--- config.mk ---
export PLATFORM = sky130hd
export DESIGN_NAME = ram_array
export DESIGN_NICKNAME = d
export VERILOG_FILES = /design/src/rtl/ram_pkg.sv /design/src/rtl/ram_core.sv /design/src/rtl/ram_array.sv
export SDC_FILE = /design/constraint.sdc
export NUM_CORES = 1
export LEC_CHECK = 0
export CORE_MARGIN = 2
export CORE_UTILIZATION = 52
export CTS_CLUSTER_SIZE = 16
export DETAILED_ROUTE_END_ITERATION = 16
export GPL_ROUTABILITY_DRIVEN = 1
export PLACE_DENSITY = 0.79
export SLEW_MARGIN = 5
export SYNTH_ARGS = -nofsm -noshare
export SYNTH_HDL_FRONTEND = slang
export SYNTH_HIERARCHICAL = 1
export SYNTH_SLANG_ARGS = --single-unit
--- constraint.sdc ---
create_clock -name clock -period 2.4 [get_ports clock]
set_clock_uncertainty 0.05 [all_clocks]
set_input_delay 0.48 -clock clock [delete_from_list [all_inputs] [get_ports clock]]
set_output_delay 0.48 -clock clock [all_outputs]
set_load 0.03 [all_outputs]
--- src/rtl/ram_pkg.sv ---
// ram_pkg -- shared definitions for the ram_array block.
//
// Contents:
//   ram_state_t : controller states (CLEAR sweeps zeros through the array,
//                 IDLE serves read/write requests).
//   PAR_W       : parity bits stored alongside each word (1 when
//                 RAM_PARITY_EN is defined, 0 otherwise).
//   even_par    : even-parity helper for words up to 64 bits.
//
// Configuration macro: RAM_PARITY_EN
package ram_pkg;

    typedef enum logic {
        CLEAR = 1'b0,
        IDLE  = 1'b1
    } ram_state_t;

`ifdef RAM_PARITY_EN
    localparam int PAR_W = 1;
`else
    localparam int PAR_W = 0;
`endif

    // Even parity: the stored bit makes the total count of ones even,
    // which is simply the XOR reduction of the data.
    function automatic logic even_par(input logic [63:0] d);
        return ^d;
    endfunction

endpackage

--- src/rtl/ram_core.sv ---
// ram_core -- word storage for ram_array.
//
// One synchronous write port and one registered read port. The array
// itself has no reset; only the read output register is reset so the
// read result starts at zero.
//
// Ports:
//   clock  : rising-edge clock
//   reset  : asynchronous active-low reset (read register only)
//   we     : write enable, mem[waddr] <= wdata at the edge
//   waddr  : write address
//   wdata  : write word (data plus optional parity bit)
//   re     : read enable, rword <= mem[raddr] at the edge
//   raddr  : read address
//   rword  : registered read word, holds when re is low
module ram_core
    import ram_pkg::*;
#(
    parameter int WORD_W = 8,
    parameter int ADDR_W = 2
) (
    input  logic              clock,
    input  logic              reset,
    input  logic              we,
    input  logic [ADDR_W-1:0] waddr,
    input  logic [WORD_W-1:0] wdata,
    input  logic              re,
    input  logic [ADDR_W-1:0] raddr,
    output logic [WORD_W-1:0] rword
);

    localparam int DEPTH = 1 << ADDR_W;

    logic [WORD_W-1:0] mem [DEPTH];

    always_ff @(posedge clock) begin
        if (we) begin
            mem[waddr] <= wdata;
        end
    end

    always_ff @(posedge clock or negedge reset) begin
        if (!reset) begin
            rword <= '0;
        end else if (re) begin
            rword <= mem[raddr];
        end
    end

endmodule

--- src/rtl/ram_array.sv ---
// ram_array -- small single-port RAM with a self-clearing controller.
//
// After reset (and on every clear_req accepted in IDLE) the controller
// spends exactly DEPTH cycles writing zeros to every word, then serves
// one read or write per cycle. Reads have one cycle of latency.
//
// Handshake: a request transfers on a rising edge where req_valid && ready.
// ready is combinational and low while clearing or while clear_req is
// high; requests seen with ready low are dropped, never queued.
//
// Ports:
//   clock      : rising-edge clock
//   reset      : asynchronous active-low reset
//   clear_req  : request full-array zero fill (honoured in IDLE only)
//   req_valid  : access request
//   req_write  : 1 = write, 0 = read
//   req_addr   : access address
//   req_wdata  : write data
//   ready      : request accepted when req_valid && ready
//   busy       : clear sequence in progress
//   rd_valid   : rd_data carries a new read result this cycle
//   rd_data    : read result, holds its last value otherwise
//   parity_err : stored parity disagrees with the word being returned
//
// Configuration macro: RAM_PARITY_EN (adds one even-parity bit per word;
// without it parity_err is tied low and no parity storage exists).
module ram_array
    import ram_pkg::*;
#(
    parameter int DATA_W = 8,
    parameter int ADDR_W = 2
) (
    input  logic              clock,
    input  logic              reset,
    input  logic              clear_req,
    input  logic              req_valid,
    input  logic              req_write,
    input  logic [ADDR_W-1:0] req_addr,
    input  logic [DATA_W-1:0] req_wdata,
    output logic              ready,
    output logic              busy,
    output logic              rd_valid,
    output logic [DATA_W-1:0] rd_data,
    output logic              parity_err
);

    localparam int DEPTH   = 1 << ADDR_W;
    localparam int STORE_W = DATA_W + PAR_W;

    ram_state_t        state_q, state_d;
    logic [ADDR_W-1:0] clr_cnt_q, clr_cnt_d;
    logic              rd_valid_q;

    logic               accept;
    logic               core_we;
    logic               core_re;
    logic [ADDR_W-1:0]  core_waddr;
    logic [DATA_W-1:0]  wr_data;
    logic [STORE_W-1:0] core_wdata;
    logic [STORE_W-1:0] core_rword;

    // ------------------------------------------------------------------
    // State register
    // ------------------------------------------------------------------
    always_ff @(posedge clock or negedge reset) begin
        if (!reset) begin
            state_q    <= CLEAR;
            clr_cnt_q  <= '0;
            rd_valid_q <= 1'b0;
        end else begin
            state_q    <= state_d;
            clr_cnt_q  <= clr_cnt_d;
            rd_valid_q <= core_re;
        end
    end

    // ------------------------------------------------------------------
    // Next state and datapath control
    // ------------------------------------------------------------------
    always_comb begin
        ready      = (state_q == IDLE) && !clear_req;
        accept     = req_valid && ready;
        state_d    = state_q;
        clr_cnt_d  = clr_cnt_q;
        core_we    = 1'b0;
        core_re    = 1'b0;
        core_waddr = req_addr;
        wr_data    = req_wdata;

        case (state_q)
            CLEAR: begin
                // One word zeroed per cycle; the last word hands over to IDLE
                // and the counter returns to 0 for the next sweep.
                core_we    = 1'b1;
                core_waddr = clr_cnt_q;
                wr_data    = '0;
                if (clr_cnt_q == ADDR_W'(DEPTH - 1)) begin
                    state_d   = IDLE;
                    clr_cnt_d = '0;
                end else begin
                    clr_cnt_d = clr_cnt_q + ADDR_W'(1);
                end
            end
            IDLE: begin
                if (clear_req) begin
                    state_d = CLEAR;
                end else if (accept) begin
                    core_we = req_write;
                    core_re = !req_write;
                end
            end
            default: begin
                state_d = CLEAR;
            end
        endcase
    end

`ifdef RAM_PARITY_EN
    assign core_wdata = {even_par(64'(wr_data)), wr_data};
    assign parity_err = rd_valid_q &&
                        (core_rword[DATA_W] != even_par(64'(core_rword[DATA_W-1:0])));
`else
    assign core_wdata = wr_data;
    assign parity_err = 1'b0;
`endif

    assign busy     = (state_q == CLEAR);
    assign rd_valid = rd_valid_q;
    assign rd_data  = core_rword[DATA_W-1:0];

    ram_core #(
        .WORD_W (STORE_W),
        .ADDR_W (ADDR_W)
    ) u_core (
        .clock (clock),
        .reset (reset),
        .we    (core_we),
        .waddr (core_waddr),
        .wdata (core_wdata),
        .re    (core_re),
        .raddr (req_addr),
        .rword (core_rword)
    );

endmodule

# Word level (Yosys, flattened, before mapping)
# Memory sizes are Yosys's and may differ from the RTL's. A register that Yosys moved wholly into a read port is not among the register bits.
# Index checks and enable logic that the tools add are counted.
# W data, S select, Z words.
classes:
  add_sub_neg: 1
  multipliers: 0
  div_mod_pow: 0
  magnitude_cmp: 0
  eq_ne: 1
  shift: 0
  muxes: 14
  n_bitwise: 1
  reduce_logical: 5
op_table:
  columns: ["cell", "n"]
  rows:
  - ["$mux W1", 9]
  - ["$mux W8", 1]
  - ["$mux W2", 2]
  - ["$pmux W1 S2", 2]
  - ["$logic_not A1 Y1", 3]
  - ["$add A2 B1 Y2 const B", 1]
  - ["$eq A2 B2 Y1 const B", 1]
  - ["$logic_and A1 B1 Y1", 2]
  - ["$not A1 Y1", 1]
totals:
  register_bits: 4
  latchBits: 0
  ramBits: 32
  mem_bits_ro: 0
  inputBits: 15
  elab_cells: 26
  n_memories: 1
mem_list:
  columns: ["memory", "depth", "word_bits", "rd", "rd_ports_with_merged_regs", "wr", "line", "source"]
  rows:
  - ["u_core.mem", 4, 8, 1, 1, 1, "ram_core.sv:34", "logic [WORD_W-1:0] mem [DEPTH];"]

# Logic depth before layout (Yosys ltp)
depth:
  word_depth: 8
  mapped_depth: 6
  ltp_nobuf: 4

# Modules after synthesis
# Netlist, hierarchy kept.
modules_own_cells:
  columns: ["module", "n_inst", "cells_per_inst", "area_per_inst_um2", "seq_area_each_um2"]
  rows:
  - ["ram_core", 1, 82, 1516.5, 1161.1]
  - ["ram_array", 1, 28, 286.5, 100.1]

# Least setup slack after synthesis
# OpenSTA, ideal clock, no wires.
synth_timing:
  kind: "flip-flop to flip-flop"
  startpoint: "register state_q"
  endpoint: "memory u_core.mem[0][0] (enable)"
  setup_ps: 385
  t_arrival_ps: 1482
  setup_slack_ps: 483
  path_stages_with_launch: 4
  n_path_buf: 1
  period_less_slack_ps: 1917
  cell_sequence: "dfrtp_1 buf_6 mux2_2 nor3b_1"
synth_between:
  word_cells_on_any_way: 9
  classes_between: "mux: 6; bitwise: 1; reduce/logical: 2"
synth_lines:
  columns: ["item", "line", "source"]
  rows:
  - ["start, declared", "ram_array.sv:50", "ram_state_t state_q, state_d;"]
  - ["start signal, assigned", "ram_array.sv:71", "state_q <= state_d;"]
  - ["$mux W2", "ram_array.sv:90", "case (state_q)"]
  - ["net core_waddr[1]", "ram_array.sv:57", "logic [ADDR_W-1:0] core_waddr;"]
  - ["end, declared", "ram_core.sv:34", null]
# The timed path passes the listed nets, and every way through them passes these cells.

# Worst setup path after layout
layout_timing:
  startpoint: "input clear_req"
  endpoint: "output ready"
layout_between:
  elab_chain_cells: 2
layout_lines:
  columns: ["item", "line", "source"]
  rows:
  - ["start, declared", "ram_array.sv:35", "input logic clear_req,"]
  - ["$logic_not A1 Y1", "ram_array.sv:81", "ready = (state_q == IDLE) && !clear_req;"]
  - ["$logic_and A1 B1 Y1", "ram_array.sv:81", null]
  - ["end, declared", "ram_array.sv:40", "output logic ready,"]
# No other way between the ends.

==> flow_results.org <==
** Synth
- After Yosys synthesis, full adders, half adders and majority gates account for 0.6940% of the synthesized area.
- Post-synth net total :: 126
- The synthesized netlist devotes 5.066% of its cell area to compound gates.
- Post-Synthesis Cell Area :: 1803 um2
- Of the total synthesized cell area, the portion taken by XOR and XNOR cells is 0%.
- The portion of synthesized area spent on multiplexers is 10.76%.
- Post-synthesis cell type count :: 24
- Summing the areas of all and, or, nand and nor instances in the mapped netlist gives 9.507% of the synthesized area.
- A synthesized cell averages 16.39 um2.
- By area, the combinational part of the netlist is dominated by multiplexers.
- The Yosys step of the flow raised 6 warnings.
- Sequential-to-total area share from yosys stat :: 69.95%
- Number of instances in the synthesized netlist :: 110
- #FFs+latches synth :: 44

** Worst setup path
- Critical-path top delay cell :: sky130_fd_sc_hd__clkdlybuf4s50_1
- Cell repeated most along the worst path :: sky130_fd_sc_hd__clkdlybuf4s50_1
- Cells along the critical path :: clkdlybuf4s50_1 -> nor2b_4 -> clkdlybuf4s50_1
- For the worst setup path, the data required time is roughly 1.9 ns.
- STA puts the critical path data arrival time at approximately 1.8 ns.
- By startpoint and endpoint, the worst setup path is classified as in2out.
- Of all nets on the critical path, the largest fanout is 3.
- The worst setup path is captured at a primary output.
- The worst setup path is launched from an input pin.
- CP peak stage delay :: 0.68 ns

** Finish
- Diodes inserted :: 0
- The finished cells cover 2141 um2.
- The final layout contains about 160 nets.
- Counting the fill cells in the layout gives between 200 and 300.
- The post-route netlist has between 10% and 20% of its cells at a drive strength greater than 1.
- Area added between synthesis and finish :: 18.74%
- The finished layout holds 188 standard cells, fillers aside.

** GRT
- Global routing consumed, over all layers together, 18.25% of the routing resources.
- Grt total ovfl :: 0
- Wire length of the first global-routing pass :: 5.202 mm
- Entering global routing, the biggest net connects 17 pins.
- Number of antenna violations at the first check in global routing :: 0
- The via count of the first global-routing pass was 1063.

** Clock network
- The clock passes through at most 2 buffers.
- The clock tree synthesis step divided the H-tree into 2 levels.
- The clock reaches the later pin of the worst-skew pair after 0.35 ns.
- Clock sink count :: 44
- In this run the post-CTS setup repair buffer count came out at 0.
- In this run the clock root is driven by a sky130_fd_sc_hd__clkbuf_4.
- CTS Buf Count :: 5
- TritonCTS clock tree :: built
- Clock edge transition at the registers on the reported setup and hold paths :: approximately 0.12 ns

** STA
- Summed over all failing endpoints, the final setup total negative slack is 0 ns.
- The final-report max-slew violation count was 0.
- After layout, the worst setup slack is 0.1038 ns.
- RSZ-0062 raised after global routing :: no
- Setup violations remaining at the end of the flow were counted as 0.
- After layout, the minimum clock period comes to 2.296 ns.
- Max Clk Rate :: 0.4355 GHz
- Relative slew margins :: between 50% and 60%
- The final number of hold-violating endpoints came to 0.
- Actual transition at the worst max-transition pin :: 0.6060 ns
- After layout, the worst path uses 95.67% of the clock period.

** Floorplanning
- 27 I/O pins were placed.
- Die height :: 62.89 um
- Horiz. Die Dim :: 62.89 um
- The initial utilization of the core area, before any placement, comes to 54.03%.
- The die covers between 3000 and 4000 um2.
- The region available for standard cell placement spans 3337 um2.
- Row generation in the floorplan step produced 21 rows.

** Power and ir drop
- Summed over all cells, the static leakage comes to 0.8314 nW.
- Ratio of total power to cell area :: between 1000 and 1500 nW/um2
- Worst-case vdd ir drop :: about 0.47 mV

** Detailed routing
- Final routed wirelength across all metal layers :: 3.196 mm
- Number of nets with antenna violations after detailed routing :: 0
- First DRT Iteration DRCs :: 28
- Drt wl/cell :: 17.00 um
- After detailed routing, the number of vias per cell comes to 5.298.
- In the routed design, unresolved DRC markers number 0.
- Across all layers, the routed design uses 996 vias.
- Count of TritonRoute iterations in the first routing pass :: 4

** Place
- Timing analysis after detailed placement gives a worst setup slack of 0.09630 ns.
- Number of cells after detailed placement :: 180
- After legalization and detailed placement, the total HPWL measured approximately 2.2 mm.
- IO buf count :: 25
- Placed inst area :: 2083 um2
- Routability congestion estimate from global placement :: 0.7063

** Flow run
- The tool flagged a number of max-cap violations equal to 0.

** Outcome
- The run finished with clean final reports.

** Min path
- The min-delay analysis places its worst path in the category in2async.
[per-layer routing]
layer	vias up	track usage, %	wire [um]	share of wire, %
met4	0	5.833	25	0.78
met2	19	33.24	1707	53
met5	-	0	0	0
li1	471	-	-	-
met1	502	19.28	1347	42
met3	4	6.847	116	3.6
[flip-flops by register name, indices dropped and copies added (netlist names)]
signal,count
rd_valid,1
clr_cnt_q,2
state_q,1
u_core/mem,32
u_core/rword,8
[worst max-delay path, delay by kind of cell]
| family | cells | cell delay, ns |
|---|---|---|
| buffers and inverters | 2 | 1.14 |
| AND/OR/NAND/NOR | 1 | 0.14 |
[Yosys cell counts]
cell                        n  area (um2)
sky130_fd_sc_hd__a21o_1     1       7.510
sky130_fd_sc_hd__a21o_2     1       8.760
sky130_fd_sc_hd__and2_1     8       50.05
sky130_fd_sc_hd__and3_1     1       6.260
sky130_fd_sc_hd__and3b_1    2       17.52
sky130_fd_sc_hd__buf_1      1       3.750
sky130_fd_sc_hd__buf_12     1       20.02
sky130_fd_sc_hd__buf_4      1       7.510
sky130_fd_sc_hd__buf_6      3       33.78
sky130_fd_sc_hd__conb_1     1       3.750
sky130_fd_sc_hd__dfrtp_1   12       300.3
sky130_fd_sc_hd__edfxtp_1  32       960.9
sky130_fd_sc_hd__ha_1       1       12.51
sky130_fd_sc_hd__inv_1      1       3.750
sky130_fd_sc_hd__mux2_2     3       33.78
sky130_fd_sc_hd__mux2i_1   16       160.2
sky130_fd_sc_hd__nand2_1    3       11.26
sky130_fd_sc_hd__nand2b_1   9       56.30
sky130_fd_sc_hd__nor2_1     1       3.750
sky130_fd_sc_hd__nor2b_4    1       13.76
sky130_fd_sc_hd__nor3_1     1       5.000
sky130_fd_sc_hd__nor3b_1    1       7.510
sky130_fd_sc_hd__o21ai_0    1       5.000
sky130_fd_sc_hd__o221ai_1   8       70.07
[cell type report]
class                           count  area [um2]  share of cell area, %
Sequential cell                    44        1262                  58.97
Multi-Input combinational cell     59       473.0                  22.09
Timing Repair Buffer               30       287.8                  13.44
Tap cell                           46       57.56                  2.688
Clock buffer                        5       37.54                  1.753
Clock inverter                      3       18.77                 0.8767
Inverter                            1       3.754                 0.1753
[cells in the final DEF, fill, tap and decap left out, types with 3 or more instances in the layout]
| cell | instances |
|---|---|
| sky130_fd_sc_hd__mux2_2 | 3 |
| sky130_fd_sc_hd__o221ai_1 | 8 |
| sky130_fd_sc_hd__nand2_1 | 3 |
| sky130_fd_sc_hd__buf_4 | 5 |
| sky130_fd_sc_hd__edfxtp_1 | 32 |
| sky130_fd_sc_hd__and2_1 | 8 |
| sky130_fd_sc_hd__clkbuf_4 | 5 |
| sky130_fd_sc_hd__nand2b_1 | 9 |
| sky130_fd_sc_hd__clkdlybuf4s50_1 | 25 |
| sky130_fd_sc_hd__dfrtp_1 | 11 |
| sky130_fd_sc_hd__mux2i_1 | 16 |
[timing repair]
action                     4_1_cts  5_1_grt
setup endpoints to repair        0        1
hold buffers                     0        0
gates resized for setup          0        1
[path summary, 6_finish.rpt]
path,cells after the start,slack [ns],to,startpoint
setup / recovery,3,0.10,ready,clear_req
hold / removal,1,0.44,u_core/rword[0],reset
setup reg to reg,4,0.62,u_core/mem[0][3],state_q
hold reg to reg,2,0.46,u_core/rword[1],u_core/rword[1]
max in group asynchronous,1,1.43,state_q,reset
min in group clock,2,0.46,u_core/rword[1],u_core/rword[1]
[cell families (layout without fill, tap and decap cells)]
| group | after synthesis | count (layout) |
|---|---|---|
| muxes | 19 | 19 |
| AOI/OAI and AO/OA | 11 | 11 |
| adders and majority gates | 1 | 1 |
| other | 1 | 1 |
| buffers and inverters | 7 | 39 |
| DFF | 44 | 44 |
| and+or+nand+nor | 27 | 27 |
[per-stage QoR]
step	util, %	hold slack (ns)	power [mW]
final	64.15	0.4414	2.521
after floorplan	-	0.1344	1.865
after detailed placement	62.43	0.4325	2.208
after global placement	62.43	0.4268	2.159
after CTS	64.12	0.4371	2.547
after global routing	64.15	0.4393	2.674
[power breakdown]
part | switching (mW) | total [mW] | internal [mW] | leakage (nW)
clock | 0.230 | 0.341 | 0.110 | 0.0249
combinational | 0.498 | 0.865 | 0.367 | 0.350
sequential | 0.120 | 1.32 | 1.20 | 0.457
No activity file was read; power rests on OpenSTA's default activity.
